$ cat src/rtl/sc_fifo_ctrl.sv
`default_nettype none
// +----------------------------------------------------------------------------+
// | Module      : sc_fifo_ctrl                                                 |
// | Description : Pointer/flag controller that wraps a dual-port memory with   |
// |               active-low write/read enables and a registered read address |
// |               into a synchronous single-clock FIFO of depth 2^L.          |
// |               Optional sticky overflow/underflow flags are enabled by      |
// |               defining SC_FIFO_ERR_FLAG_EN.                                |
// | Revision    : 1.0 - initial release                                        |
// +----------------------------------------------------------------------------+
module sc_fifo_ctrl #(
  parameter int W        = 8,
  parameter int L        = 5,
  parameter int AF_LEVEL = 28
) (
  input  logic         clk,
  input  logic         rst,
  input  logic         push_i,
  input  logic [W-1:0] push_data_i,
  input  logic         pop_i,
  output logic [W-1:0] pop_data_o,
  output logic         pop_vld_o,
  output logic         full_o,
  output logic         empty_o,
  output logic         almost_full_o,
  output logic [L:0]   level_o,
`ifdef SC_FIFO_ERR_FLAG_EN
  output logic         ovf_o,
  output logic         udf_o,
`endif
  output logic         mem_wr_n_o,
  output logic [L-1:0] mem_waddr_o,
  output logic [W-1:0] mem_wdata_o,
  output logic         mem_rd_n_o,
  output logic [L-1:0] mem_raddr_o,
  input  logic [W-1:0] mem_rdata_i
);

  localparam logic [L:0] AF_LVL = (L+1)'(AF_LEVEL);
  localparam logic [L:0] ONE    = (L+1)'(1);

  // Pointers carry one extra wrap bit so full and empty are distinguishable.
  logic [L:0] wr_ptr_q, wr_ptr_d;
  logic [L:0] rd_ptr_q, rd_ptr_d;
  logic [L:0] level_q,  level_d;
  logic       pop_vld_q, pop_vld_d;
  logic       full_w, empty_w;
  logic       push_ok, pop_ok;

  // Flags, accept decisions and next-state values, all from registered state.
  always_comb begin
    full_w    = (wr_ptr_q[L] != rd_ptr_q[L]) && (wr_ptr_q[L-1:0] == rd_ptr_q[L-1:0]);
    empty_w   = (wr_ptr_q == rd_ptr_q);
    push_ok   = push_i & ~full_w;
    pop_ok    = pop_i & ~empty_w;
    wr_ptr_d  = push_ok ? wr_ptr_q + ONE : wr_ptr_q;
    rd_ptr_d  = pop_ok  ? rd_ptr_q + ONE : rd_ptr_q;
    pop_vld_d = pop_ok;
    level_d   = level_q;
    case ({push_ok, pop_ok})
      2'b10:   level_d = level_q + ONE;
      2'b01:   level_d = level_q - ONE;
      default: level_d = level_q;
    endcase
  end

  // Core state register; reset discards all stored words logically.
  always_ff @(posedge clk or posedge rst) begin
    if (rst) begin
      wr_ptr_q  <= '0;
      rd_ptr_q  <= '0;
      level_q   <= '0;
      pop_vld_q <= 1'b0;
    end else begin
      wr_ptr_q  <= wr_ptr_d;
      rd_ptr_q  <= rd_ptr_d;
      level_q   <= level_d;
      pop_vld_q <= pop_vld_d;
    end
  end

  // Memory port drive and status outputs; read data passes straight through.
  always_comb begin
    mem_wr_n_o    = ~push_ok;
    mem_waddr_o   = wr_ptr_q[L-1:0];
    mem_wdata_o   = push_data_i;
    mem_rd_n_o    = ~pop_ok;
    mem_raddr_o   = rd_ptr_q[L-1:0];
    pop_data_o    = mem_rdata_i;
    pop_vld_o     = pop_vld_q;
    full_o        = full_w;
    empty_o       = empty_w;
    level_o       = level_q;
    almost_full_o = (level_q >= AF_LVL);
  end

`ifdef SC_FIFO_ERR_FLAG_EN
  logic ovf_q, ovf_d;
  logic udf_q, udf_d;

  // Sticky error flags record any rejected request until the next reset.
  always_comb begin
    ovf_d = ovf_q | (push_i & full_w);
    udf_d = udf_q | (pop_i & empty_w);
  end

  // Error flag register.
  always_ff @(posedge clk or posedge rst) begin
    if (rst) begin
      ovf_q <= 1'b0;
      udf_q <= 1'b0;
    end else begin
      ovf_q <= ovf_d;
      udf_q <= udf_d;
    end
  end

  assign ovf_o = ovf_q;
  assign udf_o = udf_q;
`endif

endmodule
`default_nettype wire

$ cat config.mk
export PLATFORM = sky130hd
export DESIGN_NAME = sc_fifo_ctrl
export DESIGN_NICKNAME = d
export VERILOG_FILES = /design/src/rtl/sc_fifo_ctrl.sv
export SDC_FILE = /design/constraint.sdc
export NUM_CORES = 1
export LEC_CHECK = 0
export ABC_AREA = 0
export CAP_MARGIN = 15
export CORE_MARGIN = 5
export CORE_UTILIZATION = 43
export CTS_BUF_LIST = sky130_fd_sc_hd__clkbuf_4
export CTS_CLUSTER_SIZE = 28
export DETAILED_ROUTE_END_ITERATION = 10
export GPL_TIMING_DRIVEN = 0
export PLACE_DENSITY = 0.91
export SYNTH_ARGS = -nofsm -noshare
export SYNTH_HDL_FRONTEND = slang
export SYNTH_SLANG_ARGS = --single-unit
$ cat constraint.sdc
create_clock -name clk -period 3.45 [get_ports clk]
set_input_delay 0.69 -clock clk [delete_from_list [all_inputs] [get_ports clk]]
set_output_delay 0.69 -clock clk [all_outputs]
set_load 0.05 [all_outputs]
==> results.toml, run 1 <==
[sta]
drv_slew = 0
rsz0062_at_grt = "false"
whs_ns = 0.511
finalCriticalPeriod_ns = 3.19
slew_headroom_pct = 52.7
tightest_slew_ns = 0.709
final.period_utilization_pct = 92.6
hold_viol_final = 0
skew_ns = 0.00761
fmax_ghz = 0.313
setup_viol = 0
fin_setup_tns_ns = 0

[drt]
wirelength_um = 2770
vias_per_cell = 4.98
wl_per_cell_um = 13.1
num_vias = 1051
drc = 0
ant_nets = 0
drtPass1Iterations = 4
drtIter0Drc = 33

[place]
placed_cell_area_mm2 = 0.00178
hpwl_um = 2250
place_congestion = 0.791
portBuffers = 41

[logic_synthesis]
syn_avg_cell_area_um2 = 9.98
async_reset_ff_share_pct = 100
synth_area_mm2 = 0.00133
ys_seq_area_share_pct = 35.8
synth_top_area_share_pct = 35.8
synth_edf_count = 0
synth-main-ff-cell = "dfrtp_1"
yosysMostFrequentCell = "buf_4"
ys_top_cells_by_count = "buf_4 (26), dfrtp_1 (19), xor2_1 (10)"
synth_largest_area_cell = "dfrtp_1"
ys_warn_count = 0
yosys-top-cells-area = "dfrtp_1 (36%), buf_4 (15%), ha_1 (6.6%)"
netlist_instances = 133
synth_nets = 161
synth_seq_cells = 19
synth_cell_types = 33

[global_route]
antenna_found_initial = 0
busiest_layer = "met2"
overflow = 0
grtUsageMet2_pct = 23.1
grt_usage_pct = 14.4
met3_usage_pct = 1.54
gr-usage-met1_pct = 18.5
first_global_vias = 1090
grt_pass1_wl_um = 4770
grt_max_degree = 20

[die]
start_util_pct = 44.2
die_x_um = 65.6
die_y_um = 65.6
fp-row-count = 20
core_region_area_mm2 = 0.00300
ios = 58
die_area_mm2 = 0.00430

[worst_setup_path]
cp_max_fo = 6
cp_data_required_time_ns = 2.76
worst_ep_arrival_time_ns = 2.50
crit_type = "flip-flop to output pin"
worst_setup_path_end_kind = "output pin"
startpoint_type = "flip-flop"

[finish]
nFillCells = 254
diodes = 0
area_growth_pct = 36.3
fin_area_mm2 = 0.00181
drive_above_1_share_pct = 21.3
fin_nets = 207

[clock_tree]
cts_tree = "done"
htree_levels = 1
cts.sinks = 19
clkSlewWorstSetupHoldPaths_ns = 0.11
post_cts_resized = 0
clockRootBuffer = "clkbuf_4"
clk_latency_ns = 0.32
cts.repair_timing.setup_buffer_count = 0
postCtsHoldBufs = 0
clockBufferDepth = 2
cts_buffers = 3

[power]
switchingPower_mw = 1.06
intPower_mw = 0.939
pwr-share-clk_pct = 6.5
power_mw = 2.00
switching_share_pct = 53.1
power.density_mw_per_mm2 = 1110
ir_worst_vdd_mv = 0.484
pwr-share-seq_pct = 24.6
p_leak_nw = 0.830
pwr-share-comb_pct = 68.9

[run_status]
outcome = "finished clean"

[flow_run]
maxCapViolCount = 0

[worst_hold_path]
hp-class = "flip-flop to flip-flop"
-- area by class of cell --
type	instances	area [um2]	area share, %
tap	33	41.3	2.28
timing repair buffer	41	410	22.7
multi-input combinational	78	619	34.2
buffer	27	199	11.0
clock buffer	4	30.0	1.66
inverter	9	33.8	1.87
sequential	19	475	26.3
-- layout by cell type (no fill, tap or decap) --
cell | netlist | routed
xnor2_1 | 9 | 9
nand2_1 | 5 | 5
nand3_4 | 1 | 1
dfrtp_1 | 19 | 19
a21oi_1 | 2 | 2
mux2i_1 | 1 | 1
clkbuf_4 | 0 | 4
nand3_1 | 4 | 4
fa_1 | 1 | 1
xor2_1 | 10 | 10
inv_1 | 9 | 9
nand4_1 | 2 | 2
or4_1 | 1 | 1
nor2_1 | 9 | 9
o211ai_1 | 1 | 1
a22oi_1 | 1 | 1
nand2_2 | 1 | 1
o21ai_0 | 5 | 5
nor3_1 | 2 | 2
o41ai_1 | 1 | 1
ha_1 | 7 | 7
clkdlybuf4s50_1 | 0 | 41
o31ai_4 | 2 | 2
nor2_2 | 1 | 1
clkbuf_1 | 1 | 1
buf_4 | 26 | 26
o31ai_1 | 1 | 1
a31o_2 | 1 | 1
and3_1 | 1 | 1
a211oi_1 | 2 | 2
o22ai_1 | 1 | 1
a21o_1 | 2 | 2
a31oi_1 | 1 | 1
nand2b_1 | 1 | 1
mux2_4 | 2 | 2
-- path summary, 6_finish.rpt --
path / start / end / slack, ns / cells past startpoint
setup / recovery: wr_ptr_q[2] / mem_wr_n_o / 0.26 / 4
hold / removal: level_o[5] / level_o[5] / 0.51 / 1
setup reg to reg: wr_ptr_q[2] / level_o[5] / 0.40 / 10
hold reg to reg: level_o[5] / level_o[5] / 0.51 / 1
max in group asynchronous: rst / level_o[3] / 2.23 / 2
min in group asynchronous: rst / wr_ptr_q[5] / 0.77 / 2
-- flip-flops by register name (all words and copies together) (netlist names) --
signal and cells:
pop_vld_o 1, rd_ptr_q 6, wr_ptr_q 6, level_o 6
-- per-stage QoR --
stage               utilization [%]  setup WS, ns  instances
floorplan                         -         0.341        133
global placement               59.3         0.428        207
detailed placement             59.3         0.395        207
CTS                            60.3         0.218        211
global route                   60.3         0.102        211
finish                         60.3         0.256        211
-- power groups by stage --
stage               combinational [mW]  clock [mW]  sequential, mW
floorplan                        0.926           0           0.596
global placement                  1.35           0           0.491
detailed placement                1.38           0           0.499
CTS                               1.39       0.134           0.494
global route                      1.48       0.138           0.516
finish                            1.38       0.129           0.492
-- routing by layer --
metal / wire length, um / share of wire [%] / vias to the layer above
li1: - / - / 516
met4: 74 / 2.7 / 0
met5: 0 / 0 / -
met2: 1340 / 48 / 41
met1: 1210 / 44 / 489
met3: 146 / 5.3 / 5
-- cells by family (layout without fill, tap and decap cells) --
group | after synthesis | in the layout | synth area share, %
buffers and inverters | 36 | 81 | 17.5
and+or+nand+nor | 28 | 28 | 10.9
AOI/OAI and AO/OA | 20 | 20 | 12.1
xor gates and xnor gates | 19 | 19 | 12.5
DFF | 19 | 19 | 35.8
adders and majority gates | 8 | 8 | 8.11
muxes | 3 | 3 | 3.02
-- critical path, cell delays in order (launching register included) --
cell and delay, ns:
dfrtp_1 0.46, xnor2_1 0.28, nand3_4 0.17, o31ai_4 0.40, clkdlybuf4s50_1 0.88
Power figures use the tool's default switching activity.
==> run 2: changes to the inputs <==
--- a/constraint.sdc
+++ b/constraint.sdc
@@ -3,2 +3,2 @@
 set_output_delay 0.69 -clock clk [all_outputs]
-set_load 0.05 [all_outputs]
+set_load 0.1 [all_outputs]
==> results.toml, run 2 (synthesis results as in run 1) <==
[run_status]
outcome = "finished clean"

[worst_setup_path]
crit_chain = "xnor2_1 > nand3_4 > o31ai_4 > dlygate4sd2_1"
worst_setup_path_end_kind = "output pin"
cp_data_required_time_ns = 2.76
cp_top_family = "buffers and inverters"
crit_type = "flip-flop to output pin"
worst_ep_arrival_time_ns = 2.52
crit_slowest_cell = "dlygate4sd2_1"
crit_buf_inv = 1
cp_max_fo = 6
slowest_delay_ns = 0.91
startpoint_type = "flip-flop"

[global_route]
grt_pass1_wl_um = 4180
grt_usage_pct = 12.3
grt_max_degree = 20
overflow = 0
first_global_vias = 993
antenna_found_initial = 0

[clock_tree]
cts_buffers = 3
clk_latency_ns = 0.29
cts_tree = "done"
postCtsHoldBufs = 0
htree_levels = 1
cts.sinks = 19
clkSlewWorstSetupHoldPaths_ns = 0.11
clockBufferDepth = 2
clockRootBuffer = "clkbuf_4"

[finish]
mostFrequentLayoutCells = "clkdlybuf4s50_1 (37), buf_4 (26), dfrtp_1 (19)"
diodes = 0
area_growth_pct = 36.3
utilization_pct = 60.3
drive_above_1_share_pct = 21.3
fin_nets = 207
layout_commonest_cell = "clkdlybuf4s50_1"

[place]
dp_slack_ns = 0.247
hpwl_um = 2220
place_congestion = 0.791
portBuffers = 41

[die]
start_util_pct = 44.2
die_area_mm2 = 0.00430
ios = 58
die_x_um = 65.6
die_y_um = 65.6
core_region_area_mm2 = 0.00300
fp-row-count = 20

[drt]
drtIter0Drc = 23
drtPass1Iterations = 4
num_vias = 1027
wl_per_cell_um = 12.7
ant_nets = 0
vias_per_cell = 4.87
wirelength_um = 2670
drc = 0

[sta]
fmax_ghz = 0.312
setup_viol = 0
worst_slack_ns = 0.242
rsz0062_at_grt = "false"
finalCriticalPeriod_ns = 3.21
hold_viol_final = 0
final.period_utilization_pct = 93.0
slew_headroom_pct = 34.0
tightest_slew_ns = 0.987
drv_slew = 0
skew_ns = 0.00256

[worst_hold_path]
hp-class = "flip-flop to flip-flop"

[flow_run]
maxCapViolCount = 0
## run 2: cell types whose count changed in the layout (fill, tap and decap cells not counted), sizes merged
cell	previous run	this run
clkinv	0	1
dlymetal6s2s	0	2
clkdlybuf4s50	41	37
dlygate4sd2	0	2
clkbuf	5	4
## run 2: layout make-up
class	count	area (um2)
Buffer	27	199
Clock buffer	3	22.5
Clock inverter	1	5.00
Fill cell	249	1190
Inverter	9	33.8
Multi-Input combinational cell	78	619
Sequential cell	19	475
Tap cell	33	41.3
Timing Repair Buffer	41	413
## run 2: path summary, 6_finish.rpt
check,startpoint,endpoint,slack [ns],cells after the start
worst max-delay path,wr_ptr_q[3],mem_wr_n_o,0.24,4
worst min-delay path,level_o[5],level_o[5],0.51,1
worst max register to register,wr_ptr_q[3],level_o[5],0.41,10
worst min register to register,level_o[5],level_o[5],0.51,1
max in group asynchronous,rst,rd_ptr_q[2],2.23,2
min in group asynchronous,rst,level_o[1],0.79,2
## run 2: metal layers
metal  share of wire, %  track usage (%)  vias to the layer above
met5                  0                0                        -
met4                1.1             5.44                        0
met3                6.2             2.22                        2
met2                 49             20.1                       40
met1                 44             15.9                      465
li1                   -                -                      520
## run 2: worst register-to-register path, stage by stage, from the launching register on
cell and delay [ns]:
dfrtp_1 0.47, xnor2_1 0.28, nand3_4 0.17, o31ai_4 0.39, inv_1 0.11, ha_1 0.29
ha_1 0.36, o21ai_0 0.21, nor2_1 0.11, o41ai_1 0.40, xor2_1 0.17
## run 2: repair_timing
action / CTS / global route
gates resized for setup: 2 / 2
setup endpoints to repair: 2 / 2
pin swaps: 0 / 0
buffers inserted: 0 / 0
## run 2: stage by stage
| stage | instances | hold slack, ns | cell area, um2 | TNS, ns |
|---|---|---|---|---|
| floorplan | 133 | 0.501 | 1330 | -0.626 |
| global placement | 207 | 0.487 | 1780 | 0 |
| detailed placement | 207 | 0.501 | 1780 | 0 |
| CTS | 211 | 0.513 | 1800 | 0 |
| global route | 211 | 0.545 | 1810 | 0 |
| finish | 211 | 0.508 | 1810 | 0 |
Power of run 2 is not shown: default switching activity piles up to over one toggle a cycle in this logic, so the estimate is an artifact.
==> run 3: changes to the inputs <==
CELL_PAD_IN_SITES_DETAIL_PLACEMENT = 2   (was default)
CELL_PAD_IN_SITES_GLOBAL_PLACEMENT = 2   (was default)
CORE_UTILIZATION = 25   (was 43)
==> results.toml, run 3 (synthesis results as in run 1) <==
[run_status]
outcome = "finished clean"

[drt]
wl_per_cell_um = 14.5
vias_per_cell = 4.35
drtIter0Drc = 32
ant_nets = 0
drtPass1Iterations = 3
wirelength_um = 3590
drc = 0
num_vias = 1080

[worst_setup_path]
worst_setup_path_end_kind = "output pin"
crit_chain = "xnor2_1 > nand3_4 > o31ai_4 > dlygate4sd2_1"
slowest_delay_ns = 0.91
cp_data_required_time_ns = 2.76
cp_max_fo = 6
crit_type = "flip-flop to output pin"
crit_slowest_cell = "dlygate4sd2_1"
startpoint_type = "flip-flop"
worst_ep_arrival_time_ns = 2.62

[finish]
mostFrequentLayoutCells = "clkdlybuf4s50_1 (37), buf_4 (26), dfrtp_1 (19)"
fin_nets = 207
seqCellArea_um2 = 475
drive_above_1_share_pct = 21.9
diodes = 0
area_growth_pct = 39.8
multi_input_area_um2 = 627
nFillCells = 592
fin_area_mm2 = 0.00186
utilization_pct = 36.1
layout_commonest_cell = "clkdlybuf4s50_1"

[global_route]
grt_max_degree = 20
grt_pass1_wl_um = 6270
first_global_vias = 1253
antenna_found_initial = 0
overflow = 0
grt_usage_pct = 11.1

[die]
ios = 58
die_y_um = 82.9
start_util_pct = 25.8
fp-row-count = 26
die_area_mm2 = 0.00687
core_region_area_mm2 = 0.00514
die_x_um = 82.9

[flow_run]
maxCapViolCount = 0

[clock_tree]
clockRootBuffer = "clkbuf_4"
cts_tree = "done"
htree_levels = 1
cts_buffers = 3
clockBufferDepth = 2
postCtsHoldBufs = 0
clk_latency_ns = 0.32
clkSlewWorstSetupHoldPaths_ns = 0.12
cts.sinks = 19

[sta]
tightest_slew_ns = 0.985
skew_ns = 0.00440
setup_viol = 0
slew_headroom_pct = 34.1
fin_setup_tns_ns = 0
fmax_ghz = 0.302
finalCriticalPeriod_ns = 3.31
hold_viol_final = 0
final.period_utilization_pct = 96.0
drv_slew = 0
rsz0062_at_grt = "false"

[worst_hold_path]
hp-class = "flip-flop to flip-flop"

[place]
portBuffers = 41
hpwl_um = 2900
place_congestion = 0.731
placed_cell_area_mm2 = 0.00183
-- run 3: final cells by class --
| type | count | share of cell area, % |
|---|---|---|
| repair buffers | 41 | 21.8 |
| inverters | 9 | 1.82 |
| clock inverters | 1 | 0.270 |
| multi-input cells | 78 | 33.8 |
| clock buffers | 3 | 1.21 |
| plain buffers | 27 | 10.7 |
| flip-flops and latches | 19 | 25.6 |
| well taps | 70 | 4.72 |
-- run 3: repair_timing --
item / in CTS / in global routing
setup buffers: 0 / 0
pin swaps: 0 / 1
setup endpoints to repair: 4 / 2
resized for setup: 4 / 1
-- run 3: critical path: cells and delay by family, from the launching register on --
kind,cells,cell delay (ns)
and+or+nand+nor,1,0.19
DFF,1,0.48
AOI/OAI and AO/OA,1,0.43
xor gates and xnor gates,1,0.30
buffers and inverters,1,0.91
-- run 3: final timing paths --
path	from	endpoint	slack, ns	cells past startpoint
max reg2reg	rd_ptr_q[3]	level_o[5]	0.29	11
max in group asynchronous	rst	rd_ptr_q[3]	2.18	2
max	rd_ptr_q[3]	mem_wr_n_o	0.14	4
min reg2reg	level_o[5]	level_o[5]	0.50	1
min	level_o[5]	level_o[5]	0.50	1
min in group asynchronous	rst	level_o[5]	0.80	2
-- run 3: layer usage --
metal	vias to the layer above	GRT usage (%)	wire length (um)
li1	513	-	-
met3	5	2.38	202
met2	40	19.7	1780
met1	522	12.7	1540
met4	0	5.35	65
met5	-	0	0
-- run 3: stage by stage --
stage / hold slack [ns] / setup WS (ns) / std cells
final: 0.502 / 0.137 / 248
after global routing: 0.533 / 0.00396 / 248
after CTS: 0.511 / 0.0800 / 248
after detailed placement: 0.482 / 0.135 / 244
after global placement: 0.489 / 0.202 / 244
after floorplan: 0.501 / -0.221 / 133
Power of run 3 is left out for the same reason.
